===== src/rtl/grf_pkg.sv =====
// grf_pkg: shared constants and types for the general register file.
//   GRF_DATA_W / GRF_ADDR_W / GRF_PC_W / GRF_CNT_W : default widths
//   NUM_REGS, REG_ZERO, REG_RA                      : register space constants
//   trace_rec_t                                     : committed-write record {pc, a3, wd}
//   is_commit()                                     : write-commit qualifier
package grf_pkg;

  localparam int unsigned GRF_DATA_W = 32;
  localparam int unsigned GRF_ADDR_W = 5;
  localparam int unsigned GRF_PC_W   = 32;
  localparam int unsigned GRF_CNT_W  = 32;
  localparam int unsigned NUM_REGS   = 2 ** GRF_ADDR_W;

  localparam logic [GRF_ADDR_W-1:0] REG_ZERO = 5'd0;
  localparam logic [GRF_ADDR_W-1:0] REG_RA   = 5'd31;

  // Record of one committed write, as seen by the verification checker.
  typedef struct packed {
    logic [GRF_PC_W-1:0]   pc;
    logic [GRF_ADDR_W-1:0] a3;
    logic [GRF_DATA_W-1:0] wd;
  } trace_rec_t;

  // $0 is hardwired: writes to it never commit.
  function automatic logic is_commit(input logic we, input logic [GRF_ADDR_W-1:0] a3);
    return we && (a3 != REG_ZERO);
  endfunction

endpackage


===== src/rtl/grf_bypass.sv =====
// grf_bypass: combinational read mux for one register-file read port.
//   ra     : read index
//   stored : value currently held in storage at ra
//   commit : a write is committing this cycle
//   a3, wd : index and data of that write
//   rd     : read data (0 for $0, write data on an index match, else stored)
module grf_bypass #(
  parameter int unsigned DATA_W = 32,
  parameter int unsigned ADDR_W = 5
) (
  input  logic [ADDR_W-1:0] ra,
  input  logic [DATA_W-1:0] stored,
  input  logic              commit,
  input  logic [ADDR_W-1:0] a3,
  input  logic [DATA_W-1:0] wd,
  output logic [DATA_W-1:0] rd
);

  // $0 has priority; then same-cycle write-before-read forwarding.
  always_comb begin
    rd = stored;
    if (ra == '0) begin
      rd = '0;
    end else if (commit && (a3 == ra)) begin
      rd = wd;
    end
  end

endmodule


===== src/rtl/grf.sv =====
// grf: MIPS general register file at the writeback end of the pipeline.
//   clk, reset                  : rising-edge clock, async active-high reset
//   we_i, a3_i, wd_i, pc_i      : writeback write request and its PC
//   a1_i, a2_i / rd1_o, rd2_o   : two combinational read ports with write bypass
//   trace_valid_o               : pulse, a write committed on the previous edge
//   trace_pc_o/a3_o/wd_o        : last committed write record (held when idle)
//   commit_cnt_o                : committed writes since reset (wrapping)
module grf
  import grf_pkg::*;
#(
  parameter int unsigned DATA_W = GRF_DATA_W,
  parameter int unsigned ADDR_W = GRF_ADDR_W
) (
  input  logic              clk,
  input  logic              reset,
  input  logic              we_i,
  input  logic [ADDR_W-1:0] a3_i,
  input  logic [DATA_W-1:0] wd_i,
  input  logic [31:0]       pc_i,
  input  logic [ADDR_W-1:0] a1_i,
  input  logic [ADDR_W-1:0] a2_i,
  output logic [DATA_W-1:0] rd1_o,
  output logic [DATA_W-1:0] rd2_o,
  output logic              trace_valid_o,
  output logic [31:0]       trace_pc_o,
  output logic [ADDR_W-1:0] trace_a3_o,
  output logic [DATA_W-1:0] trace_wd_o,
  output logic [31:0]       commit_cnt_o
);

  localparam int unsigned NREGS = 2 ** ADDR_W;

  logic [DATA_W-1:0]    regs_q [NREGS];
  logic                 commit_c;
  logic                 trace_valid_q;
  trace_rec_t           trace_q;
  logic [GRF_CNT_W-1:0] commit_cnt_q;

  // Write qualifier shared by storage, bypass, trace and counter.
  assign commit_c = is_commit(we_i, GRF_ADDR_W'(a3_i));

  // Architectural storage; entry 0 is reset and never written.
  always_ff @(posedge clk or posedge reset) begin
    if (reset) begin
      for (int i = 0; i < int'(NREGS); i++) begin
        regs_q[i] <= '0;
      end
    end else if (commit_c) begin
      regs_q[a3_i] <= wd_i;
    end
  end

  // Commit trace: one-cycle pulse, record fields hold their last value.
  always_ff @(posedge clk or posedge reset) begin
    if (reset) begin
      trace_valid_q <= 1'b0;
      trace_q       <= '0;
    end else begin
      trace_valid_q <= commit_c;
      if (commit_c) begin
        trace_q.pc <= GRF_PC_W'(pc_i);
        trace_q.a3 <= GRF_ADDR_W'(a3_i);
        trace_q.wd <= GRF_DATA_W'(wd_i);
      end
    end
  end

  // Commit counter, wraps naturally at full width.
  always_ff @(posedge clk or posedge reset) begin
    if (reset) begin
      commit_cnt_q <= '0;
    end else if (commit_c) begin
      commit_cnt_q <= commit_cnt_q + GRF_CNT_W'(1);
    end
  end

  // Read port 1 (rs).
  grf_bypass #(
    .DATA_W (DATA_W),
    .ADDR_W (ADDR_W)
  ) u_bypass_rd1 (
    .ra     (a1_i),
    .stored (regs_q[a1_i]),
    .commit (commit_c),
    .a3     (a3_i),
    .wd     (wd_i),
    .rd     (rd1_o)
  );

  // Read port 2 (rt).
  grf_bypass #(
    .DATA_W (DATA_W),
    .ADDR_W (ADDR_W)
  ) u_bypass_rd2 (
    .ra     (a2_i),
    .stored (regs_q[a2_i]),
    .commit (commit_c),
    .a3     (a3_i),
    .wd     (wd_i),
    .rd     (rd2_o)
  );

  assign trace_valid_o = trace_valid_q;
  assign trace_pc_o    = 32'(trace_q.pc);
  assign trace_a3_o    = ADDR_W'(trace_q.a3);
  assign trace_wd_o    = DATA_W'(trace_q.wd);
  assign commit_cnt_o  = 32'(commit_cnt_q);

endmodule


===== config.mk =====
export PLATFORM = sky130hd
export DESIGN_NAME = grf
export DESIGN_NICKNAME = d
export VERILOG_FILES = /design/src/rtl/grf_pkg.sv /design/src/rtl/grf_bypass.sv /design/src/rtl/grf.sv
export SDC_FILE = /design/constraint.sdc
export NUM_CORES = 2
export LEC_CHECK = 0
export ABC_AREA = 1
export CAP_MARGIN = 25
export CORE_MARGIN = 3
export CORE_UTILIZATION = 36
export CTS_CLUSTER_DIAMETER = 200
export DETAILED_ROUTE_END_ITERATION = 6
export GPL_ROUTABILITY_DRIVEN = 0
export PLACE_DENSITY = 0.55
export SLEW_MARGIN = 20
export SYNTH_ARGS = -nofsm -noshare
export SYNTH_HDL_FRONTEND = slang
export SYNTH_SLANG_ARGS = --single-unit

===== constraint.sdc =====
create_clock -name clk -period 41.4 [get_ports clk]
set_input_delay 6.21 -clock clk [delete_from_list [all_inputs] [get_ports clk]]
set_output_delay 6.21 -clock clk [all_outputs]
set_load 0.05 [all_outputs]

Yosys cells after proc, flatten, opt, wreduce, memory -nomap -nowiden. Index checks and enable logic that the tools add are counted.

Bitwise operators: 3. Mux-type cells: 13. Reduce and logical (&&, ||, !) cells: 7. $add $sub $neg: 1. $lt $le $gt $ge: 4. Equal/unequal tests: 2.

Operator list (count): $bwmux 1024 (1); $bmux 32 s5 (2); $mux 32 (9); $demux 32 s5 (1); $add 32x1->32 const B (1); $ge 6x6->1 const B (3); $not 5->6 (3); $eq 5x5->1 (2); $logic_not 5->1 (2); $lt 6x1->1 const B (1); $reduce_bool 5->1 (1); $logic_and 1x1->1 (4).

Logic and storage cells: 67. Input port bits: 82. Output and inout port bits: 166. Bits in registers: 1126.

Longest topological paths before layout.
Depth after elaboration: 6. Gate-level depth with buffers: 13. Depth with buffers taken out: 11.

Modules after synthesis. A second synthesis with hierarchy kept.

Cell total of the unflattened synthesis: 9180. Area total of the unflattened synthesis: 62145.9 um2.

Modules (own cells, without submodules): grf (seq. area each 28177.0 um2, cells each 8782, area each 60509.3 um2, times used 1); grf_bypass (seq. area each 0.0 um2, cells each 199, area each 818.3 um2, times used 2).

Least setup slack after synthesis. Ideal clock, no wire load.

Path kind: input port to output port. Start: in a3_i[2]. End: out rd2_o[14]. Stages: 9. Path buffers: 2. Setup slack: 27139 ps. Arrival: 8051 ps. Required time: 35190 ps. Cell sequence: buf_4 nor3_4 nand2_2 nand2_4 inv_4 nand4_4 buf_2 o21ai_0 a21oi_1.

Word-level cells in the longest chain between the ends: 5. Elaborated cells between the ends (all ways): 6. Those cells by class: eq/ne (1); mux (2); reduce/logical (3).

RTL lines: from (decl) (line grf.sv:17) `input logic [ADDR_W-1:0] a3_i,`; $reduce_bool 5->1 (line grf_pkg.sv:26) `return we && (a3 != REG_ZERO);`; $logic_and 1x1->1 (line grf_pkg.sv:26); $logic_and 1x1->1 * (line grf_bypass.sv:24) `end else if (commit && (a3 == ra)) begin`; $mux 32 * (line grf_bypass.sv:24); $mux 32 * (line grf_bypass.sv:22) `if (ra == '0) begin`; to (decl) (line grf.sv:23) `output logic [DATA_W-1:0] rd2_o,`.

Every way passes the cells marked *; elsewhere a longest branch is shown, timed or not.

Final worst setup path.
Start: in a2_i[0]. End: out rd2_o[28].

Word-level cells in the longest chain between the ends: 6. Elaborated cells between the ends (all ways): 9. Those cells by class: eq/ne (1); mux (5); bitwise (1); reduce/logical (2).

RTL lines: from (decl) (line grf.sv:21) `input logic [ADDR_W-1:0] a2_i,`; $not 5->6 (implied by the code) (line grf.sv:96) `.stored (regs_q[a2_i]),`; $bmux 32 s5 (line grf.sv:96); $mux 32 (implied by the code) (2 in series) (line grf.sv:96); $mux 32 (line grf_bypass.sv:24); $mux 32 * (line grf_bypass.sv:22).

Every way passes the cells marked *; elsewhere a longest branch is shown, timed or not. The select of a mux whose other input is x is not followed.

==> flow_metrics.env <==
export IMPL_wl_mm=248.4
export IMPL_hp_class="reg2reg"
export IMPL_p_leak_uw=0.03177
export IMPL_rows=151
export IMPL_met2_usage=0.4437
export IMPL_met1_usage=0.3808
export IMPL_grt_busiest_layer="met2"
export IMPL_io_pins=248
export IMPL_grt_util_met3=0.03895
export IMPL_status="complete, but fails checks"
export IMPL_die_w_um=420.7
export IMPL_insertion_delay_ns=0.76
export IMPL_portBuffers=247
export IMPL_vias=58540
export IMPL_clk_pin_slew_ns=0.06
export IMPL_antenna_left=0
export IMPL_synth_edf_count=0
export IMPL_holdWs_ns=0.3812
export IMPL_cts_tree="done"
export IMPL_setup_tns_ns=0
export IMPL_critPathSlowestCell="clkdlybuf4s50_1"
export IMPL_grt_util_all_layers=0.2778
export IMPL_fmax_ghz=0.05528
export IMPL_drtIter0Drc=7366
export IMPL_cp_start_kind="input port"
export IMPL_overflow=0
export IMPL_slew_violations=0
export IMPL_maxCapViolations=0
export IMPL_synth_ff_type="dfrtp_1"
export IMPL_slowest_delay_ns=0.90
export IMPL_die_area_um2=177000
export IMPL_cts_buffer_depth=3
export IMPL_viasPerCell=5.632
export IMPL_skew_ns=0.007213
export IMPL_syn_to_final_growth_pct=13.13
export IMPL_drc=6
export IMPL_grt_pass1_wl_mm=369.6
export IMPL_violations="design-rule violations"
export IMPL_rsz0062_at_grt="no"
export IMPL_async_flop_share=1.000
export IMPL_synth_seq_cells=1126
export IMPL_ir_drop_mv=0.04441
export IMPL_worst_path_max_fanout=94
export IMPL_postCtsHoldBufs=0
export IMPL_synth_top_area_frac=0.4551
export IMPL_period_minus_slack_ns=18.09
export IMPL_post_synth_top_count_cell="nand2_1"
export IMPL_grt_max_degree=166
export IMPL_setup_violations=0
export IMPL_yosys_top_cells_count="nand2_1 (2146), o21ai_0 (1157), dfrtp_1 (1126)"
export IMPL_dpl_worst_slack_ns=23.49
export IMPL_first_pass_iters=7
export IMPL_path_common_cell="buf_4"
export IMPL_antenna_found_initial=8
export IMPL_post_drt_wl_per_cell_um=23.90
export IMPL_dieHeight_um=420.7
export IMPL_worstMarginPinSlew_ns=1.140
export IMPL_timing_final_crit_share=0.4369
export IMPL_start_util=0.3637
export IMPL_cp_cell_sequence="buf_8 -> buf_4 -> buf_4 -> buf_4 -> buf_4 -> o211ai_1 -> nand3_1 -> nand3_1 -> nand3_1 -> nand2_1 -> a21oi_1 -> clkdlybuf4s50_1"
export IMPL_cts_setup_buffers=0
export IMPL_clk_root_buffer_cell="clkbuf_16"
export IMPL_ys_top_cells_by_area="dfrtp_1 (46%), nand2_1 (13%), o21ai_0 (9.4%)"
export IMPL_cts_resized=0
export IMPL_relSlewSlack=0.2399
export IMPL_htree_levels=4
export IMPL_hold_violations=0
export IMPL_syn_inst=8260
export IMPL_final_nets=8075
export IMPL_criticalPathCategory="in2out"
export IMPL_crit_required_ns=35.19
export IMPL_netlist_area_um2=61920
export IMPL_synth_distinct_cells=37
export IMPL_core_area_um2=170200
export IMPL_cp_end_kind="primary output"
export IMPL_yosysWarnings=0
export IMPL_dpl_hpwl_mm=141.4
export IMPL_grt_pass1_vias=55410
export IMPL_synth_net_count=8343
export IMPL_p_per_area_nw_per_um2=48.23
export IMPL_crit_buf_inv=6
export IMPL_crit_family="buffers and inverters"
export IMPL_rrSetupSlack_ns=39.43
export IMPL_fin_ws_ns=23.31
export IMPL_arrival_ns=11.88
export IMPL_numCtsBuffers=135
export IMPL_synth_avg_cell_area_um2=7.496
export IMPL_synth_largest_area_cell="dfrtp_1"
export IMPL_cts_sinks=1126
export IMPL_fin_util=0.4115
export IMPL_drive_gt1_frac=0.06228
export IMPL_yosysSeqAreaShare=0.4551
cell families (layout without fill, tap and decap cells):
family,count (synthesis),count (layout),synth area share
buffers and inverters,1421,1254,0.09475
XOR/XNOR,37,37,0.005234
AND/OR/NAND/NOR,3218,3218,0.2180
AO/OA/AOI/OAI,2457,2457,0.2267
adder cells (fa/ha/maj),1,1,0.0002020
other,0,7,0
flip-flops,1126,1126,0.4551
final timing paths:
path | end | depth (start not counted) | start
max in group asynchronous | regs_q[804]$_DFFE_PP0P_ | 7 | reset
setup / recovery | rd2_o[28] | 12 | a2_i[0]
hold reg to reg | regs_q[1000]$_DFFE_PP0P_ | 0 | regs_q[1000]$_DFFE_PP0P_
hold / removal | regs_q[1000]$_DFFE_PP0P_ | 0 | regs_q[1000]$_DFFE_PP0P_
min in group asynchronous | trace_pc_o[24]$_DFFE_PP0P_ | 2 | reset
setup reg to reg | commit_cnt_o[26]$_DFFE_PP0P_ | 10 | commit_cnt_o[0]$_DFFE_PP0P_
final cells by class:
cell class              count  area (um2)
clock inverters            41       568.0
flip-flops and latches   1126       28180
repair buffers            378        3988
inverters                 638        2430
multi-input cells        5713       28000
diodes                      7       17.52
well taps                2295        2872
clock buffers             197        3999
fillers                 17410      100200
layer usage:
layer / vias up / wire [um]
met1: 28340 / 106900
met3: 502 / 18900
met5: - / 13
met4: 2 / 9905
met2: 2557 / 112700
li1: 27140 / -
stage by stage:
| stage | instances | area [um2] | power, uW |
|---|---|---|---|
| floorplan | 8260 | 61920 | 1924 |
| global placement | 10120 | 64810 | 2118 |
| detailed placement | 10140 | 65190 | 2139 |
| CTS | 10380 | 69750 | 3393 |
| global route | 10390 | 70040 | 3556 |
| finish | 10400 | 70050 | 3379 |
power breakdown:
part / switching [uW] / internal (uW) / leakage [uW]
logic: 466 / 241 / 0.0151
registers: 127 / 1300 / 0.0145
clock network: 495 / 754 / 0.00226
layout by cell type (no fill, tap or decap), types with 4 or more instances in the layout:
cell             Yosys  final
buf_8                0      6
diode_2              0      7
nor2_1             177    175
clkbuf_16            0    141
o21ai_0           1157   1157
buf_16               0     20
nand4_1              8      8
inv_4                3      5
nor3_1              27     27
buf_4               33    104
buf_12               0      8
a211oi_1             6      6
bufinv_16            0     14
o21ai_2             56     56
nand3_1            780    780
clkdlybuf4s50_1      0    237
o211ai_1           606    606
nand2_4              8     30
inv_1              624    616
xnor2_1             12     12
nand2_1           2146   2145
nand2_2             25      4
a21oi_1            362    362
clkbuf_8             0     26
inv_2                6     11
dfrtp_1           1126   1126
o21ai_1            270    270
clkbuf_1           442     30
clkinv_2             0     23
inv_6                1      5
nor2_2               4      5
xor2_1              25     25
nor3_4               7      7
or2_2               25     25
registers in the layout (all words and copies together), names as in the netlist:
signal,count
trace_pc_o,32
commit_cnt_o,32
regs_q,1024
trace_a3_o,5
trace_wd_o,32
trace_valid_o,1
(Power assumes the default switching activity.)
